==> src/rtl/sram_port_arbiter.sv <==
// Round-robin arbiter issuing one SRAM FIFO command at a time, with completion ack,
// post-command gap and a watchdog that aborts commands the controller never finishes.
module sram_port_arbiter #(
    parameter int unsigned TIMEOUT_CYC = 16,
    parameter int unsigned GAP_CYC     = 2
) (
    input  logic       clk,
    input  logic       rst,
    input  logic [3:0] req,
    input  logic       fifo_i_full,
    input  logic       fifo_i_empty,
    input  logic       fifo_o_full,
    input  logic       fifo_o_empty,
    input  logic       sram_done,
    output logic [3:0] cmd,
    output logic [3:0] ack,
    output logic [3:0] gnt,
    output logic       busy,
    output logic       timeout_err,
    output logic [1:0] last_gnt
);

    localparam logic [7:0] WD_LAST  = 8'(TIMEOUT_CYC - 1);
    localparam logic [3:0] GAP_LAST = 4'(GAP_CYC - 1);

    typedef enum logic [1:0] {
        IDLE = 2'd0,
        CMD  = 2'd1,
        GAP  = 2'd2
    } state_t;

    state_t     r_state;
    logic [3:0] r_cmd;
    logic [3:0] r_gnt;
    logic [3:0] r_ack;
    logic       r_busy;
    logic       r_timeout;
    logic [1:0] r_last_gnt;
    logic [7:0] r_wd;
    logic [3:0] r_gap;

    logic [3:0] w_elig;
    logic [1:0] w_idx;
    logic [1:0] w_win;
    logic       w_found;

    assign w_elig = req & {~fifo_i_empty, ~fifo_o_full, ~fifo_o_empty, ~fifo_i_full};

    // Search starts one past the last grant; the first eligible bit found wins.
    always_comb begin
        w_idx   = r_last_gnt;
        w_win   = r_last_gnt;
        w_found = 1'b0;
        for (int unsigned i = 0; i < 4; i++) begin
            w_idx = r_last_gnt + 2'(i + 1);
            if (!w_found && w_elig[w_idx]) begin
                w_found = 1'b1;
                w_win   = w_idx;
            end
        end
    end

    always_ff @(posedge clk or posedge rst) begin
        if (rst) begin
            r_state    <= IDLE;
            r_cmd      <= '0;
            r_gnt      <= '0;
            r_ack      <= '0;
            r_busy     <= 1'b0;
            r_timeout  <= 1'b0;
            r_last_gnt <= 2'd3;
            r_wd       <= '0;
            r_gap      <= '0;
        end else begin
            r_ack     <= '0;
            r_timeout <= 1'b0;
            case (r_state)
                IDLE: begin
                    if (w_found) begin
                        r_cmd      <= 4'b0001 << w_win;
                        r_gnt      <= 4'b0001 << w_win;
                        r_last_gnt <= w_win;
                        r_busy     <= 1'b1;
                        r_wd       <= '0;
                        r_state    <= CMD;
                    end
                end
                CMD: begin
                    // Completion takes priority over a watchdog expiring on the same cycle.
                    if (sram_done) begin
                        r_cmd   <= '0;
                        r_gnt   <= '0;
                        r_ack   <= 4'b0001 << r_last_gnt;
                        r_gap   <= '0;
                        r_state <= GAP;
                    end else if (r_wd >= WD_LAST) begin
                        r_cmd     <= '0;
                        r_gnt     <= '0;
                        r_timeout <= 1'b1;
                        r_gap     <= '0;
                        r_state   <= GAP;
                    end else if (r_wd != '1) begin
                        r_wd <= r_wd + 8'd1;
                    end
                end
                GAP: begin
                    if (r_gap >= GAP_LAST) begin
                        r_busy  <= 1'b0;
                        r_state <= IDLE;
                    end else if (r_gap != '1) begin
                        r_gap <= r_gap + 4'd1;
                    end
                end
                default: begin
                    r_cmd   <= '0;
                    r_gnt   <= '0;
                    r_busy  <= 1'b0;
                    r_state <= IDLE;
                end
            endcase
        end
    end

    assign cmd         = r_cmd;
    assign gnt         = r_gnt;
    assign ack         = r_ack;
    assign busy        = r_busy;
    assign timeout_err = r_timeout;
    assign last_gnt    = r_last_gnt;

endmodule
==> config.mk <==
export PLATFORM = sky130hd
export DESIGN_NAME = sram_port_arbiter
export DESIGN_NICKNAME = d
export VERILOG_FILES = /design/src/rtl/sram_port_arbiter.sv
export SDC_FILE = /design/constraint.sdc
export NUM_CORES = 1
export LEC_CHECK = 0
export CAP_MARGIN = 20
export CORE_MARGIN = 2
export CORE_UTILIZATION = 46
export CTS_BUF_LIST = sky130_fd_sc_hd__clkbuf_8 sky130_fd_sc_hd__clkbuf_16
export CTS_CLUSTER_DIAMETER = 200
export DETAILED_ROUTE_END_ITERATION = 7
export PLACE_DENSITY = 0.73
export SLEW_MARGIN = 0
export SYNTH_ARGS = -nofsm -noshare
export SYNTH_HDL_FRONTEND = slang
export SYNTH_SLANG_ARGS = --single-unit
==> constraint.sdc <==
create_clock -name clk -period 1.95 [get_ports clk]
set_input_delay 0.195 -clock clk [delete_from_list [all_inputs] [get_ports clk]]
set_output_delay 0.195 -clock clk [all_outputs]
set_load 0.02 [all_outputs]
Word level (Yosys, flattened, before mapping). Cells that the tools add are included.

Memories kept: 0. Bits in registers: 26. Memory bits (writable): 0. ROM bits: 0. Word-level logic and storage cells: 96. Latch bits: 0. Input port bits: 11. Output and inout bits: 16.

Shift operators: 2. Order comparisons: 6. Div/mod/pow operators: 0. Bitwise logic cells: 7. Multipliers: 0. Equal/unequal tests: 12. Muxes and demuxes: 41. Add/subtract/negate cells: 5. Reduce and logical (&&, ||, !) cells: 15.

Operators by type and width (count): $mux W8 (4); $mux W4 (7); $mux W2 (8); $pmux W8 S2 (1); $ne A2 B2 Y1 const B (7); $mux W1 (13); $lt A2 B3 Y1 const B (4); $pmux W4 S3 (1); $reduce_and A3 Y1 (3); $add A8 B1 Y8 const B (1); $bmux W1 S2 (4); $ge A8 B4 Y1 const B (1); $ne A8 B8 Y1 const B (1); $pmux W4 S2 (1); $shl A1 B2 Y4 const A (2); $not A1 Y1 (6); $pmux W2 S3 (1); $reduce_and A5 Y1 (1); $add A2 B2 Y2 const B (2); $add A4 B1 Y4 const B (1); $and A4 B4 Y4 (1); $ge A4 B1 Y1 const B (1); $ne A4 B4 Y1 const B (1); $reduce_and A4 Y1 (1); other kinds (10) (15).

Depth between registers and ports, before layout. Gate-level depths: netlist of the first run.

Word-level depth: 17. Gate-level depth with buffers: 8.

Worst setup path after synthesis of the first run. Ideal clock, no wire load.

Path type: reg-to-reg. Start point: reg r_last_gnt[0], in the netlist last_gnt[0]. End point: reg r_gnt[1], in the netlist gnt[1]. Cell stages (with the launch flop): 9. Period minus slack after synthesis: 2100 ps. Slack: -150 ps. Buffers on the path: 1. Required time: 1829 ps. Arrival time: 1979 ps. Path through: dfstp_2 > buf_2 > inv_1 > ha_1 > inv_1 > nand3_1 > o221ai_1 > or3_1 > a22o_1.

Word-level cells in the longest chain between the ends: 16. Elaborated cells between the ends (all ways): 30.

Ends and longest elaborated chain: from (decl) (line 38) `logic [1:0] r_last_gnt;`; from (signal assigned) (line 82) `r_last_gnt <= w_win;`; $add A2 B1 Y2 (line 55) `w_idx = r_last_gnt + 2'(i + 1);`; $bmux W1 S2 (line 56) `if (!w_found && w_elig[w_idx]) begin`; $mux W1 (implied by the code) (line 56); $mux W1 (line 56); $logic_not A1 Y1 (line 56); $logic_and A1 B1 Y1 (line 56); $mux W1 (line 56); $logic_not A1 Y1 (line 56); $logic_and A1 B1 Y1 (line 56); $mux W1 (line 56); $logic_not A1 Y1 (line 56); $logic_and A1 B1 Y1 (line 56); $mux W2 (line 56); $shl A1 B2 Y4 (line 81) `r_gnt <= 4'b0001 << w_win;`; $mux W4 (line 79) `if (w_found) begin`; $pmux W4 S3 (line 77) `case (r_state)`; to (signal assigned) (line 81); to (decl) (line 34) `logic [3:0] r_gnt;`.

Parallel ways exist; a longest one is shown, timed or not. The select of a mux whose other input is x is not followed. A chain may end at the register's enable or synchronous reset.

Worst setup path after layout of the first run. Ends and elaborated chain as after synthesis.

==> flow_metrics.env, run 1 <==
export IMPL_yosys_warnings=0
export IMPL_slowest_stage="dfstp_2"
export IMPL_clock_skew_ps=4.687
export IMPL_io_buffers=26
export IMPL_synthCells=130
export IMPL_clockRootBuffer="clkbuf_8"
export IMPL_finalCriticalPeriod_ps=1837
export IMPL_syn_nets=149
export IMPL_cts_buffers_inserted=3
export IMPL_clock_sinks=26
export IMPL_pwr_density_cell_nw_per_um2=1306
export IMPL_die_h_um=58.92
export IMPL_die_x_um=58.92
export IMPL_finalWirelength_mm=2.554
export IMPL_wl_per_cell_um=13.51
export IMPL_syn_to_final_growth_pct=25.25
export IMPL_grt_max_degree=16
export IMPL_start_util_pct=49.46
export IMPL_worstPathRequired_ps=2110
export IMPL_cts_hold_buf=0
export IMPL_critPathMaxFanout=5
export IMPL_num_fill_cells=231
export IMPL_seqCellArea_um2=653.1
export IMPL_synthDistinctLibCells=40
export IMPL_final_cell_mix="clkdlybuf4s50_1, dfrtp_1, inv_1"
export IMPL_dr_pass1_iters=6
export IMPL_vias=1008
export IMPL_h_tree_depth=1
export IMPL_clk_latency_ps=270
export IMPL_setup_tns_ps=0
export IMPL_drt_initial_drc_count=23
export IMPL_post_cts_buffers=0
export IMPL_rr_startpoint="last_gnt[0]$_DFFE_PP1P_"
export IMPL_num_rows=19
export IMPL_fin_crit_sh_pct=94.18
export IMPL_arrival_ps=1990
export IMPL_post_route_util_pct=61.95
export IMPL_gr_total_overflow=0
export IMPL_ant_nets=0
export IMPL_status="finished, violations left"
export IMPL_place_congestion=0.8534
export IMPL_clock_path_buffers=2
export IMPL_final_common_cell="clkdlybuf4s50_1"
export IMPL_synth_seq_cells=26
export IMPL_crit_chain="inv_1 > ha_4 > inv_1 > nand3_1 > o221ai_1 > or3_1 > a22o_1"
export IMPL_worst_slew_pin_slew_ps=469.4
export IMPL_rrSetupSlack_ps=110
export IMPL_start_kind="flip-flop"
export IMPL_die_area_um2=3472
export IMPL_r2r_cells=7
export IMPL_hp_class="in2async"
export IMPL_relSlewSlack_pct=68.27
export IMPL_synth_seq_area_share_pct=47.07
export IMPL_cp_num_buf_inv=2
export IMPL_rsz0062_at_grt="no"
export IMPL_multiInputGateArea_um2=651.9
export IMPL_track_usage_pct=17.82
export IMPL_finalSetupViolCount=0
export IMPL_grt_antenna_before_repair=0
export IMPL_fmax_mhz=544.5
export IMPL_core_um2=2805
export IMPL_clk_pin_slew_ps=90
export IMPL_syn_area_um2=1388
export IMPL_dp_hpwl_mm=2.079
export IMPL_power_leakage_nw=0.8194
export IMPL_io_pins=27
export IMPL_end_kind="flip-flop"
export IMPL_path_delay_family="flip-flops"
export IMPL_ir_drop_v=0.0006905
export IMPL_crit_type="reg2reg"
export IMPL_cts_resized=0
export IMPL_cpMostUsedCell="inv_1"
export IMPL_synth_area_per_cell_um2=10.67
export IMPL_drc=1
export IMPL_maxCapViolations=0
export IMPL_failed_checks="design-rule violations"
export IMPL_grt_first_pass_wirelength_mm=4.595
export IMPL_layout_drive_gt1_share_pct=13.29
export IMPL_antenna_diode_count=0
export IMPL_fin_nets=178
export IMPL_maxSlewViolCount=0
export IMPL_grt_pass1_vias=1036
export IMPL_cts_tree="built"
export IMPL_drt_vias_per_instance=5.333
export IMPL_max_stage_delay_ps=540
export IMPL_hold_viol_final=0
export IMPL_rr_endpoint="gnt[1]$_DFFE_PP0P_"
final cells by class:
| cell class | instances | area share, % |
|---|---|---|
| clock buffer | 4 | 3.168 |
| inverter | 11 | 2.376 |
| multi-input combinational | 86 | 37.51 |
| sequential | 26 | 37.58 |
| tap | 31 | 2.232 |
| timing repair buffer | 31 | 17.13 |
synthesized netlist by cell type, drive strengths merged:
cell / instances / share of area [%]
a211oi: 1 / 0.54
a21boi: 1 / 0.54
a21oi: 4 / 1.4
a22o: 2 / 1.3
a22oi: 1 / 0.54
a31oi: 2 / 0.90
a41oi: 1 / 1.2
and2: 1 / 0.45
and2b: 1 / 0.54
and3: 5 / 2.3
and3b: 2 / 1.3
buf: 7 / 3.9
dfrtp: 24 / 43
dfstp: 2 / 3.8
ha: 8 / 7.2
inv: 11 / 3.0
mux2i: 3 / 2.2
nand2: 7 / 1.9
nand2b: 5 / 3.9
nand3: 6 / 2.2
nand3b: 1 / 0.54
nand4b: 1 / 1.1
nor2: 5 / 1.4
nor2b: 8 / 4.1
nor3: 1 / 0.36
nor3b: 2 / 1.4
nor4: 1 / 1.5
nor4b: 1 / 0.63
o21a: 1 / 0.54
o21ai: 10 / 3.6
o221ai: 1 / 0.63
o22ai: 1 / 0.45
or3: 2 / 0.90
xnor2: 1 / 0.63
worst register-to-register path, stage by stage, from the launching register on:
cell	delay [ps]
dfstp_2	540
inv_1	80
ha_4	300
inv_1	50
nand3_1	70
o221ai_1	130
or3_1	360
a22o_1	210
sequential cells by signal, summed over array words and instances, names as in the netlist:
signal       count
busy             1
r_state          2
gnt              4
last_gnt         2
timeout_err      1
ack              4
r_gap            4
r_wd             8
how the worst max path moves through the flow:
| stage | start | endpoint | slack, ps | cells past startpoint |
|---|---|---|---|---|
| after floorplan | last_gnt[0]$_DFFE_PP1P_ | gnt[1]$_DFFE_PP0P_ | 0.2 | 8 |
| after global placement | req[2] | gnt[1]$_DFFE_PP0P_ | 160 | 6 |
| after detailed placement | fifo_o_empty | r_wd[1]$_DFFE_PP0P_ | 100 | 6 |
| after CTS | last_gnt[0]$_DFFE_PP1P_ | gnt[1]$_DFFE_PP0P_ | 120 | 7 |
| after global routing | r_gap[0]$_DFFE_PP0P_ | r_gap[1]$_DFFE_PP0P_ | 6 | 5 |
| final | last_gnt[0]$_DFFE_PP1P_ | gnt[1]$_DFFE_PP0P_ | 110 | 7 |
cells by family (layout without fill, tap and decap cells):
family / count (synthesis) / in the layout / share of synthesized area (%)
flip-flops: 26 / 26 / 47.07
adder cells (fa/ha/maj): 8 / 8 / 7.214
XOR/XNOR: 1 / 1 / 0.6313
buffers and inverters: 18 / 46 / 6.853
AND/OR/NAND/NOR: 49 / 49 / 24.44
multiplexers: 3 / 3 / 2.164
AO/OA/AOI/OAI: 25 / 25 / 11.63
stage by stage:
step	setup WS (ps)	power [mW]	hold slack [ps]	instance area, µm²	std cells
floorplan	0.2447	1.579	233.5	1406	130
global placement	157.8	1.914	476.9	1683	185
detailed placement	97.13	1.947	505.8	1683	185
CTS	123.1	2.286	253.1	1738	189
global route	6.213	2.455	293.6	1738	189
finish	113.4	2.270	231.1	1738	189
routing by layer:
metal / track usage (%) / share of wire, % / vias up
li1: - / - / 500
met1: 23.32 / 45 / 487
met2: 29.84 / 51 / 17
met3: 3.297 / 3.2 / 4
met4: 5.844 / 1.1 / 0
met5: 0 / 0 / -
power breakdown:
group | internal (mW) | switching, mW
Sequential | 0.682 | 0.105
Clock | 0.180 | 0.160
Combinational | 0.522 | 0.621
Note: power is estimated with default switching activity, not from simulation.
==> run 2, diff against run 1 <==
- ABC_AREA: not set -> 1
- CORE_UTILIZATION: 46 -> 47
==> run 2 against run 1 <==
First-iteration DRC count rose by 78%. Non-clock buffer count fell by 1. Register-to-register slack barely moved. The run now ends clean. Area after synthesis rose by 9.1%. Fmax fell by 0.59%. Setup slack got worse by 11 ps. Highest routed layer unchanged. Critical endpoint is now r_wd[0]$_DFFE_PP0P_.
==> flow_metrics.env, run 2 <==
export IMPL_synthTopCellsByArea="dfrtp_1, nand2_1, ha_1"
export IMPL_synth_area_per_cell_um2=8.318
export IMPL_cpMostUsedCell="nand2_2"
export IMPL_finalCriticalPeriod_ps=1847
export IMPL_max_stage_delay_ps=560
export IMPL_end_kind="flip-flop"
export IMPL_vias=1228
export IMPL_hp_class="in2async"
export IMPL_largest_reg_flops=8
export IMPL_clock_path_buffers=2
export IMPL_power_frac_comb_pct=62.3
export IMPL_sequentialPowerShare_pct=25.9
export IMPL_cts_buffers_inserted=3
export IMPL_synth_most_common_cell="nand2_1"
export IMPL_clockPowerShare_pct=11.8
export IMPL_syn_area_um2=1514
export IMPL_power_leakage_nw=0.9600
export IMPL_start_kind="flip-flop"
export IMPL_met2RoutedLength_mm=1.600
export IMPL_yosysTopAreaCell="dfrtp_1"
export IMPL_worst_slack_ps=102.6
export IMPL_netlist_area_leader_share_pct=39.67
export IMPL_p_int_mw=1.516
export IMPL_io_buffers=26
export IMPL_clk_latency_ps=270
export IMPL_maxUsedRoutingLayer="met4"
export IMPL_h_tree_depth=1
export IMPL_synth_seq_cells=26
export IMPL_pwr_density_cell_nw_per_um2=1533
export IMPL_drt_vias_per_instance=4.797
export IMPL_fin_nets=232
export IMPL_syn_to_final_growth_pct=26.12
export IMPL_regMostFlops="r_wd"
export IMPL_synth_edf_count=0
export IMPL_clockRootBuffer="clkbuf_8"
export IMPL_die_area_um2=3691
export IMPL_async_flop_share_pct=100.0
export IMPL_ant_nets=0
export IMPL_dp_cells=252
export IMPL_arrival_ps=2020
export IMPL_netSwitchingPower_mw=1.411
export IMPL_slowest_stage="dfstp_2"
export IMPL_synthTopCellsByCount="nand2_1, dfrtp_1, inv_1"
export IMPL_worst_slew_pin_slew_ps=428.5
export IMPL_status="complete, no violations"
export IMPL_synth_seq_area_share_pct=43.14
export IMPL_relSlewSlack_pct=71.33
export IMPL_switching_share_pct=48.21
export IMPL_gr_total_overflow=0
export IMPL_grt_first_pass_wirelength_mm=5.188
export IMPL_hold_ws_ps=275.9
export IMPL_worstPathRequired_ps=2120
export IMPL_synthDistinctLibCells=23
export IMPL_dr_pass1_iters=4
export IMPL_finalSetupViolCount=0
export IMPL_hold_viol_final=0
export IMPL_io_pins=27
export IMPL_crit_chain="inv_4 > ha_4 > inv_1 > nand3_2 > nand2_2 > nand3_4 > o21ai_4 > nand2_4 > nand2_2 > nand2_1"
export IMPL_cts_tree="built"
export IMPL_syn_nets=201
export IMPL_wl_met1_mm=1.328
export IMPL_place_congestion=0.8069
export IMPL_synthCells=182
export IMPL_grt_max_degree=27
export IMPL_track_usage_pct=18.46
export IMPL_layout_drive_gt1_share_pct=20.28
export IMPL_ir_drop_v=0.001083
export IMPL_fin_crit_sh_pct=94.74
export IMPL_rr_startpoint="last_gnt[0]$_DFFE_PP1P_"
export IMPL_grt_pass1_vias=1224
export IMPL_fin_cells=256
export IMPL_post_place_ws_ps=60.63
export IMPL_grt_antenna_before_repair=0
export IMPL_final_cell_mix="nand2_1, clkdlybuf4s50_1, dfrtp_1"
export IMPL_drc=0
export IMPL_critPathMaxFanout=6
export IMPL_start_util_pct=49.59
export IMPL_crit_type="reg2reg"
export IMPL_clock_skew_ps=2.592
export IMPL_clock_sinks=26
export IMPL_synth_top_flop_cell="dfrtp_1"
export IMPL_die_x_um=60.76
export IMPL_maxSlewViolCount=0
export IMPL_antenna_diode_count=0
export IMPL_fmax_mhz=541.3
export IMPL_crit_path_start="last_gnt[0]$_DFFE_PP1P_"
export IMPL_drt_initial_drc_count=41
export IMPL_num_rows=20
export IMPL_maxCapViolations=0
export IMPL_met3WireLength_um=50
export IMPL_yosys_warnings=0
export IMPL_die_h_um=60.76
export IMPL_dp_hpwl_mm=2.447
export IMPL_final_common_cell="nand2_1"
export IMPL_core_um2=3053
export IMPL_clk_pin_slew_ps=90
export IMPL_finalWirelength_mm=3.015
export IMPL_wl_per_cell_um=11.78
export IMPL_cts_hold_buf=0
-- run 2: cell count changes after synthesis, moves of 6 or more --
cell / delta
inv_1: +13
nand2_1: +39
nor2_1: +14
nand3_1: +11
nand3_2: +6
nor2b_1: -7
-- run 2: area by class of cell --
class	count	area [µm²]
Fill cell	283	1144
Multi-Input combinational cell	127	759.5
Sequential cell	26	653.1
Timing Repair Buffer	30	290.3
Inverter	25	96.34
Clock buffer	4	55.05
Tap cell	44	55.05
-- run 2: logic make-up after synthesis --
logic type                 share of synthesized area [%]
xor gates and xnor gates                          0.5786
AOI/OAI and AO/OA                                  4.793
DFF                                                43.14
and+or+nand+nor                                    36.69
buffers and inverters                              8.182
adders and majority gates                          6.612
-- run 2: worst max-delay path, delay by kind of cell (launching register included) --
family / cells / cell delay (ps)
AOI/OAI and AO/OA: 1 / 220
adders and majority gates: 1 / 240
DFF: 1 / 560
and+or+nand+nor: 6 / 540
buffers and inverters: 2 / 160
-- run 2: worst paths after layout --
path	end	slack, ps	cells past startpoint
setup / recovery	r_wd[0]$_DFFE_PP0P_	100	10
hold / removal	r_wd[3]$_DFFE_PP0P_	280	3
setup reg to reg	r_wd[0]$_DFFE_PP0P_	100	10
hold reg to reg	busy$_DFFE_PP0P_	490	2
max in group asynchronous	last_gnt[1]$_DFFE_PP1P_	1380	3
min in group clk	busy$_DFFE_PP0P_	490	2
-- run 2: what timing repair did --
action | 4_1_cts | 5_1_grt
buffers inserted | 0 | 0
resized for setup | 0 | 5
setup endpoints to repair | 0 | 12
endpoints found under the hold margin | 0 | 0
-- run 2: power by group through the flow --
stage | clock network (mW) | registers [mW] | logic, mW
5_1_grt | 0.377 | 0.771 | 2.04
6_report | 0.346 | 0.758 | 1.82
3_3_place_gp | 0 | 0.760 | 1.72
2_1_floorplan | 0 | 0.860 | 1.22
4_1_cts | 0.354 | 0.757 | 1.79
3_5_place_dp | 0 | 0.767 | 1.78
-- run 2: per-stage QoR --
stage | util, % | area (µm²) | total power [mW] | TNS (ps)
2_1_floorplan | - | 1529 | 2.078 | 0
3_3_place_gp | 60.41 | 1844 | 2.482 | 0
3_5_place_dp | 60.41 | 1844 | 2.549 | 0
4_1_cts | 62.21 | 1899 | 2.900 | 0
5_1_grt | 62.54 | 1909 | 3.185 | -1.999
6_report | 62.54 | 1909 | 2.927 | 0
-- run 2: metal layers --
metal	up-vias	track usage, %
met4	0	7.453
met5	-	0
met2	22	33.33
li1	627	-
met3	4	0.6397
met1	575	23.21
